[config.mk]
export PLATFORM = sky130hd
export DESIGN_NAME = bus_arbiter
export DESIGN_NICKNAME = d
export VERILOG_FILES = /design/src/rtl/bus_pkg.sv /design/src/rtl/rr_picker.sv /design/src/rtl/bus_arbiter.sv
export SDC_FILE = /design/constraint.sdc
export NUM_CORES = 1
export LEC_CHECK = 0
export BUFFER_PORTS_ARGS = -buffer_cell sky130_fd_sc_hd__buf_2
export CAP_MARGIN = 15
export CORE_AREA = 8 8 98 100
export CTS_CLUSTER_SIZE = 12
export DETAILED_ROUTE_END_ITERATION = 8
export DIE_AREA = 0 0 106 108
export PLACE_DENSITY = 0.66
export SYNTH_ARGS = -nofsm -noshare
export SYNTH_HDL_FRONTEND = slang
export SYNTH_SLANG_ARGS = --single-unit
[constraint.sdc]
create_clock -name clock -period 3.65 [get_ports clock]
set_clock_uncertainty 0.15 [all_clocks]
set_input_delay 0.365 -clock clock [delete_from_list [all_inputs] [get_ports clock]]
set_output_delay 0.365 -clock clock [all_outputs]
set_load 0.01 [all_outputs]
[src/rtl/bus_pkg.sv]
// Shared types and helpers for the bus arbiter and other bus-side blocks.
package bus_pkg;

  localparam int MAX_MASTERS     = 8;
  localparam int DEF_NUM_MASTERS = 2;
  localparam int DEF_DATA_W      = 32;
  localparam int DEF_MAX_BURST   = 4;
  localparam int DEF_TIMEOUT     = 64;

  typedef enum logic [0:0] {
    IDLE  = 1'b0,
    OWNED = 1'b1
  } arb_state_t;

  typedef struct packed {
    logic       found;
    logic [2:0] idx;
  } rr_pick_t;

  // First set bit of req[n-1:0] searching upward from last+1, wrapping at n.
  function automatic rr_pick_t rr_pick(input logic [MAX_MASTERS-1:0] req,
                                       input logic [2:0] last,
                                       input int n);
    rr_pick_t   r;
    logic [2:0] k3;
    r = '0;
    for (int i = 1; i <= MAX_MASTERS; i++) begin
      k3 = 3'((int'(last) + i) % n);
      if (i <= n && !r.found && req[k3]) begin
        r.found = 1'b1;
        r.idx   = k3;
      end
    end
    return r;
  endfunction

endpackage

[src/rtl/rr_picker.sv]
// Combinational round-robin priority encoder over N requesters.
module rr_picker
  import bus_pkg::*;
#(
  parameter int  N  = DEF_NUM_MASTERS,
  localparam int IW = (N > 1) ? $clog2(N) : 1
) (
  input  logic [N-1:0]  req,
  input  logic [IW-1:0] last,
  output logic          found,
  output logic [IW-1:0] idx
);

  logic [MAX_MASTERS-1:0] req_ext;
  logic [2:0]             last_ext;
  rr_pick_t               r;

  always_comb begin
    req_ext           = '0;
    req_ext[N-1:0]    = req;
    last_ext          = '0;
    last_ext[IW-1:0]  = last;
    r                 = rr_pick(req_ext, last_ext, N);
    found             = r.found && (int'(r.idx) < N);
    idx               = r.idx[IW-1:0];
  end

endmodule

[src/rtl/bus_arbiter.sv]
// Round-robin arbiter sharing the single-port ram bus between NUM_MASTERS requesters.
// Optional lock timeout with sticky arb_error: define BUS_ARB_TIMEOUT_EN.
module bus_arbiter
  import bus_pkg::*;
#(
  parameter int NUM_MASTERS = DEF_NUM_MASTERS,
  parameter int DATA_W      = DEF_DATA_W,
  parameter int MAX_BURST   = DEF_MAX_BURST,
  parameter int TIMEOUT     = DEF_TIMEOUT
) (
  input  logic                          clock,
  input  logic                          reset,
  input  logic [NUM_MASTERS-1:0]        m_req,
  input  logic [NUM_MASTERS-1:0]        m_lock,
  input  logic [NUM_MASTERS-1:0]        m_write,
  input  logic [NUM_MASTERS*DATA_W-1:0] m_address,
  input  logic [NUM_MASTERS*DATA_W-1:0] m_write_data,
  output logic [NUM_MASTERS-1:0]        m_gnt,
  output logic [DATA_W-1:0]             m_read_data,
  output logic [DATA_W-1:0]             bus_address,
  output logic [DATA_W-1:0]             bus_write_data,
  output logic                          bus_write,
  output logic                          bus_read,
  input  logic [DATA_W-1:0]             bus_read_data,
  output logic                          arb_error
);

  localparam int IW = (NUM_MASTERS > 1) ? $clog2(NUM_MASTERS) : 1;
  localparam int BW = (MAX_BURST > 1) ? $clog2(MAX_BURST) : 1;
  localparam int TW = $clog2(TIMEOUT + 1);
  localparam logic [BW-1:0] LAST_BEAT = BW'(MAX_BURST - 1);
  localparam logic [TW-1:0] LOCK_LAST = TW'(TIMEOUT - 1);
  localparam logic [IW-1:0] LAST_RST  = IW'(NUM_MASTERS - 1);

`ifdef BUS_ARB_TIMEOUT_EN
  localparam bit TO_EN = 1'b1;
`else
  localparam bit TO_EN = 1'b0;
`endif

  arb_state_t             state;
  logic [IW-1:0]          own;
  logic [IW-1:0]          last;
  logic [BW-1:0]          beats;
  logic [TW-1:0]          lock_cnt;
  logic                   err_q;
  logic                   owned;
  logic                   at_cap;
  logic                   lock_hold;
  logic                   to_fire;
  logic                   release_now;
  logic                   arbitrate;
  logic [NUM_MASTERS-1:0] excl;
  logic [NUM_MASTERS-1:0] pick_req;
  logic                   pick_found;
  logic [IW-1:0]          pick_idx;

  // Release/re-arbitration decision for the coming edge
  always_comb begin
    owned       = (state == OWNED);
    at_cap      = (beats == LAST_BEAT);
    lock_hold   = owned && m_req[own] && m_lock[own] && at_cap;
    to_fire     = TO_EN && lock_hold && (lock_cnt == LOCK_LAST);
    release_now = owned && (!m_req[own] || (at_cap && !m_lock[own]) || to_fire);
    arbitrate   = !owned || release_now;
    excl        = '0;
    // A timed-out owner sits out only the decision that revokes it.
    if (to_fire) excl[own] = 1'b1;
    pick_req    = m_req & ~excl;
  end

  rr_picker #(
    .N (NUM_MASTERS)
  ) u_rr_picker (
    .req   (pick_req),
    .last  (last),
    .found (pick_found),
    .idx   (pick_idx)
  );

  always_ff @(posedge clock or negedge reset) begin
    if (!reset) begin
      state <= IDLE;
      own   <= '0;
      last  <= LAST_RST;
      beats <= '0;
      m_gnt <= '0;
    end else if (arbitrate) begin
      beats <= '0;
      if (pick_found) begin
        state <= OWNED;
        own   <= pick_idx;
        last  <= pick_idx;
        m_gnt <= NUM_MASTERS'(1) << pick_idx;
      end else begin
        state <= IDLE;
        m_gnt <= '0;
      end
    end else if (!at_cap) begin
      beats <= beats + BW'(1);
    end
  end

  always_ff @(posedge clock or negedge reset) begin
    if (!reset) begin
      lock_cnt <= '0;
      err_q    <= 1'b0;
    end else begin
      if (lock_hold && !arbitrate) lock_cnt <= lock_cnt + TW'(1);
      else                         lock_cnt <= '0;
      if (to_fire) err_q <= 1'b1;
    end
  end

  assign arb_error = TO_EN & err_q;

  // Bus strobes follow the registered owner; nothing reaches ram while idle
  always_comb begin
    bus_address    = '0;
    bus_write_data = '0;
    bus_write      = 1'b0;
    bus_read       = 1'b0;
    if (owned) begin
      bus_address    = m_address[int'(own)*DATA_W +: DATA_W];
      bus_write_data = m_write_data[int'(own)*DATA_W +: DATA_W];
      bus_write      = m_write[own] & m_req[own];
      bus_read       = ~m_write[own] & m_req[own];
    end
  end

  assign m_read_data = bus_read_data;

endmodule

==> results of run 1 <==
## worst register-to-register path, cell delays in order, from the launching register on
cell,delay [ps]
dfrtp_4,840
mux2_4,390
o21a_1,220
xor2_1,160
a221oi_2,220
## where the power goes
| group | internal (µW) | total (µW) | switching (µW) |
|---|---|---|---|
| clock network | 75.4 | 107 | 31.6 |
| registers | 94.1 | 138 | 43.7 |
| logic | 239 | 440 | 201 |
| total | 408 | 685 | 276 |
## layer usage
| layer | vias up | routed length, µm |
|---|---|---|
| met3 | 18 | 706 |
| met4 | 0 | 95 |
| met1 | 912 | 2700 |
| met5 | - | 0 |
| met2 | 136 | 3670 |
| li1 | 1009 | - |
## worst max path at each step
stage                               endpoint  slack [ps]  cells after the start
final                        bus_address[22]         990                      4
after floorplan           bus_write_data[14]        1960                      5
after global placement       bus_address[22]        1260                      4
after CTS                    bus_address[22]         960                      4
after global routing         bus_address[27]         870                      4
after detailed placement     bus_address[22]        1210                      4
## cell usage in the layout (no fill, tap or decap), types with 2 or more instances in the layout
cell | netlist | final
nor2b_1 | 65 | 65
nor2_1 | 4 | 4
buf_4 | 34 | 2
xor2_1 | 2 | 2
nand2_1 | 3 | 3
a21oi_1 | 2 | 2
buf_2 | 6 | 203
dfrtp_1 | 6 | 5
clkbuf_8 | 0 | 3
mux2i_1 | 67 | 67
inv_1 | 3 | 3
## cell type report
cell class              count  area (µm²)
clock buffers               4        45.0
multi-input cells         157        1250
fillers                   851        5390
inverters                   3        11.3
repair buffers            206        1040
flip-flops and latches      7         180
well taps                 105         131
## state kept, by name (all words and copies together) (netlist names)
name / count
beats: 2
m_gnt: 2
last: 1
own: 1
owned: 1
## metrics by stage
| step | total power [µW] | worst slack (ps) | std cells | utilization | instance area (µm²) |
|---|---|---|---|---|---|
| detailed placement | 586 | 1210 | 477 | 0.324 | 2610 |
| global placement | 573 | 1260 | 477 | 0.324 | 2610 |
| CTS | 697 | 961 | 482 | 0.331 | 2660 |
| floorplan | 432 | 1960 | 215 | - | 1770 |
| global route | 742 | 872 | 482 | 0.331 | 2660 |
| finish | 685 | 993 | 482 | 0.331 | 2660 |
## cells by family after synthesis
logic type               count (synthesis)  synth area share
other                                    1           0.00212
multiplexers                            69             0.395
XOR/XNOR                                 2           0.00992
adder cells (fa/ha/maj)                  1           0.00709
buffers and inverters                   51             0.189
AO/OA/AOI/OAI                            8            0.0383
AND/OR/NAND/NOR                         76             0.259
flip-flops                               7            0.0999
## repair_timing
item | 4_1_cts | 5_1_grt
hold endpoints to repair | 6 | 0
hold buffers | 1 | 0
setup buffers | 0 | 0
==> results.toml, run 1 <==
[run]
drv_cap = 0

[clock_network]
clock_path_buffers = 2
cts_root_buf = "clkbuf_8"
clk_transition_reported_paths_ps = 40
htree_levels = 1
clk_latency_ps = 230
post_cts_resized = 0
cts_tree = "done"
cts.sinks = 7
numCtsBuffers = 3

[route]
drcViolationCount = 0
firstDrtPassIters = 3
routed_wirelength_um = 7180
drt_iter0_drc = 30
wl_per_cell_um = 14.9
vias_per_cell = 4.30
routed-via-count = 2075
ant_nets = 0

[synthesis]
synthesis.area_um2 = 1770
yosysSeqAreaShare = 0.0999
syn_nets = 384
synth_commonest_cells = "67 x mux2i_1, 65 x nor2b_1, 34 x buf_4"
synth_edf_count = 0
synthFlopType = "dfrtp_1"
synth_cell_type_count = 27
async_flop_share = 1.00
synthCells = 215
post_synth.cell_area_avg_um2 = 8.21
ys_seq_elements = 7
yosys_warnings = 0
synthTopCellsByArea = "mux2i_1 38%, nor2b_1 23%, buf_4 14%"
synthMostInstantiatedCell = "mux2i_1"
synth_top_area_frac = 0.380
yosysTopAreaCell = "mux2i_1"

[finish]
area_delta_synth_final_pct = 50.9
antenna_cells = 0
fin_nets = 547
final_layout_size_suffix_gt1_frac = 0.568

[setup_path]
crit_path_end_kind = "primary output"
rr_worst_depth = 4
worst_ep_arrival_time_ps = 2140
critPathLaunchType = "flip-flop"
cp.buffers_inverters = 2
regToRegStartpoint = "own"
rr_endpoint = "last"
worstPathCellList = "buf_4 > mux2i_1 > nor2b_1 > buf_2"
max_stage_delay_ps = 840
critPathKind = "flip-flop to primary output"
setup.worst_path.start = "own"
cp_top_family = "flip-flops"
slowest_stage = "dfrtp_4"
required_ps = 3130
r2r_slack_ps = 1600
worstPathMaxFanout = 42

[global_route]
grt_use_met3 = 0.0369
grt_max_degree = 43
antenna_found_initial = 0
grt_pass1_vias = 2191
met1_usage = 0.114
track_usage = 0.111
grt-busiest-layer = "met2"
overflow = 0
met2_usage = 0.209
grt_pass1_wl_um = 10700

[hold_path]
hold_class = "input port to flip-flop"
hold_path_startpoint = "m_req[0]"
hold_end = "last"
hold_path_depth = 2

[place]
hpwl_um = 6220
portBuffers = 203
place_congestion = 0.806

[timing]
setup_tns_ps = 0
rsz0062_at_grt = "false"
hold_slack_ps = 226
slew_headroom = 0.417
period_needed_ps = 2660
period_share = 0.728
slew_viol_final = 0
worst-slew-pin-transition_ps = 875
timing.fmax_mhz = 376
finalSetupViolations = 0
hold_violations = 0

[floorplanning]
io_pins = 269
dieArea_um2 = 11400
die_w_um = 106
dieHeight_um = 108
initial_core_util = 0.219
fp.coreArea_um2 = 8050
rows = 33

[pwr]
ir_drop_mv = 0.187
p_per_area_nw_per_um2 = 257
leakagePower_uw = 0.00160

[run_status]
run_status = "completed"
(Power assumes the default switching activity.)
==> run 2: changes to the inputs <==
Settings changed: ABC_AREA set to 1, CORE_AREA 8 8 98 100 to 8 8 99 101, DIE_AREA 0 0 106 108 to 0 0 107 109.
Clock period 3.65 ns to 2.2 ns, I/O delays scaled along.
==> run 2 against run 1 <==
Compared with the run above:
- die area increased by 1.9%
- sequential share of layout area hardly changed
- non-clock buffer count grew 4
- synthesized cell count rose by 33%
- global-route usage up 0.31 points
- power rose to 3.5 times the previous value
- worst setup slack lost 630 ps
- area after synthesis decreased by 2.6%
- register-to-register slack worse by 890 ps
- hold slack got worse by 110 ps
- routed wire length rose by 4.1%
- critical path depth increased by 2
- critical path type unchanged
- critical endpoint is now bus_read
- highest routed layer unchanged
==> results.toml, run 2 <==
[pwr]
p_sw_uw = 1320
clkPwrFrac = 0.076
comb_power_share = 0.831
total_power_uw = 2400
p_sw_frac = 0.549
seqPwrFrac = 0.093
leakagePower_uw = 0.00143
ir_drop_mv = 0.478
p_int_uw = 1080
p_per_area_nw_per_um2 = 921

[synthesis]
yosysSeqAreaShare = 0.103
synthFlopType = "dfrtp_1"
synthTopCellsByArea = "nor2_2 22%, o21ai_0 16%, nor2_1 15%"
syn_nets = 455
yosys_warnings = 0
synth_cell_type_count = 26
synth_commonest_cells = "70 x nor2_1, 61 x nor2_2, 55 x o21ai_0"
synth_top_area_frac = 0.222
synth_edf_count = 0
post_synth.cell_area_avg_um2 = 6.02
synthesis.area_um2 = 1720
ys_seq_elements = 7
yosysTopAreaCell = "nor2_2"
async_flop_share = 1.00
synthMostInstantiatedCell = "nor2_1"
synthCells = 286

[timing]
period_needed_ps = 1840
setup_tns_ps = 0
timing.fmax_mhz = 543
finalSetupViolations = 0
hold_violations = 0
hold_slack_ps = 120
slew_viol_final = 0
rsz0062_at_grt = "false"
period_share = 0.837

[global_route]
grt_max_degree = 40
track_usage = 0.114
grt_pass1_vias = 2411
overflow = 0
antenna_found_initial = 0
grt_pass1_wl_um = 11400

[setup_path]
worst_ep_arrival_time_ps = 1470
critPathLaunchType = "flip-flop"
crit_path_end_kind = "primary output"
slowest_stage = "dfrtp_2"
worstPathCellList = "buf_4 > nand2_1 > nand2_1 > nor2_4 > and2_1 > buf_2"
critPathKind = "flip-flop to primary output"
worstPathMaxFanout = 30
path_common_cell = "nand2_1"
required_ps = 1830
max_stage_delay_ps = 420

[finish]
fin_area_um2 = 2610
mostFrequentLayoutCells = "203 x buf_2, 70 x nor2_1, 61 x nor2_2"
area_delta_synth_final_pct = 51.6
final_layout_size_suffix_gt1_frac = 0.635
top_regs = "beats (2), m_gnt (2)"
antenna_cells = 0
stdcell_count = 554
fin_nets = 616
final_common_cell = "buf_2"

[floorplanning]
io_pins = 269
die_w_um = 107
initial_core_util = 0.205
dieArea_um2 = 11700
fp.coreArea_um2 = 8380
rows = 34
dieHeight_um = 109

[clock_network]
clock_path_buffers = 2
cts_setup_buffers = 0
numCtsBuffers = 3
clk_transition_reported_paths_ps = 40
cts_root_buf = "clkbuf_8"
clk_latency_ps = 220
htree_levels = 1
cts_tree = "done"
post_cts_resized = 0
cts.sinks = 7

[hold_path]
hold_class = "input port to flip-flop"

[route]
routed_wirelength_um = 7470
drcViolationCount = 0
ant_nets = 0
drt_iter0_drc = 96
firstDrtPassIters = 6
wl_per_cell_um = 13.5
routed-via-count = 2355
vias_per_cell = 4.25

[place]
place_congestion = 0.782
dp.cells = 549
portBuffers = 203
placed_area_um2 = 2550
hpwl_um = 6350

[run_status]
run_status = "completed"

[run]
drv_cap = 0
## run 2: power groups by stage
stage                     clock (µW)  sequential, µW  combinational, µW
final                            182             224               2000
after global routing             194             230               2230
after CTS                        187             222               2030
after detailed placement           0             222               2030
after global placement             0             221               1980
after floorplan                    0             226               1400
## run 2: what timing repair did
action                     in CTS  in global routing
setup endpoints to repair       0                  0
hold endpoints to repair        7                  0
hold buffers                    1                  0
## run 2: final cells by class
cell class / instances / area [µm²]
Multi-Input combinational cell: 223 / 1150
Timing Repair Buffer: 210 / 1100
Inverter: 2 / 8.76
Tap cell: 108 / 135
Clock buffer: 4 / 45.0
Sequential cell: 7 / 178
Fill cell: 951 / 5770
## run 2: metrics by stage
step	worst slack (ps)	util
2_1_floorplan	709	-
3_3_place_gp	601	0.305
3_5_place_dp	589	0.305
4_1_cts	339	0.311
5_1_grt	257	0.311
6_report	358	0.311
## run 2: cell families after synthesis
logic type      after synthesis  share of synthesized area
compound gates               64                      0.186
mux                           2                     0.0116
flops                         7                      0.103
xor+xnor                      1                    0.00509
simple gates                154                      0.454
other cells                   1                    0.00218
buf+inv                      56                      0.231
fa+ha+maj                     1                    0.00727
## run 2: worst paths after layout
check | startpoint | endpoint | slack (ps) | cells past startpoint
max | own | bus_read | 360 | 6
min | m_req[1] | last | 120 | 3
max reg2reg | own | own | 710 | 7
min reg2reg | last | last | 310 | 2
max in group asynchronous | reset | last | 1450 | 2
min in group asynchronous | reset | m_gnt[1] | 220 | 2
## run 2: routing by layer
metal | wire (µm) | track usage | share of wire | up-vias
li1 | - | - | - | 1196
met1 | 2710 | 0.125 | 0.36 | 1038
met2 | 3890 | 0.205 | 0.52 | 111
met3 | 822 | 0.0443 | 0.11 | 10
met4 | 50 | 0.0271 | 0.0067 | 0
met5 | 0 | 0 | 0 | -
## run 2: worst max-delay path: cells and delay by family (launching register included)
kind	cells	cell delay, ps
buf+inv	2	340
simple gates	4	470
flops	1	420
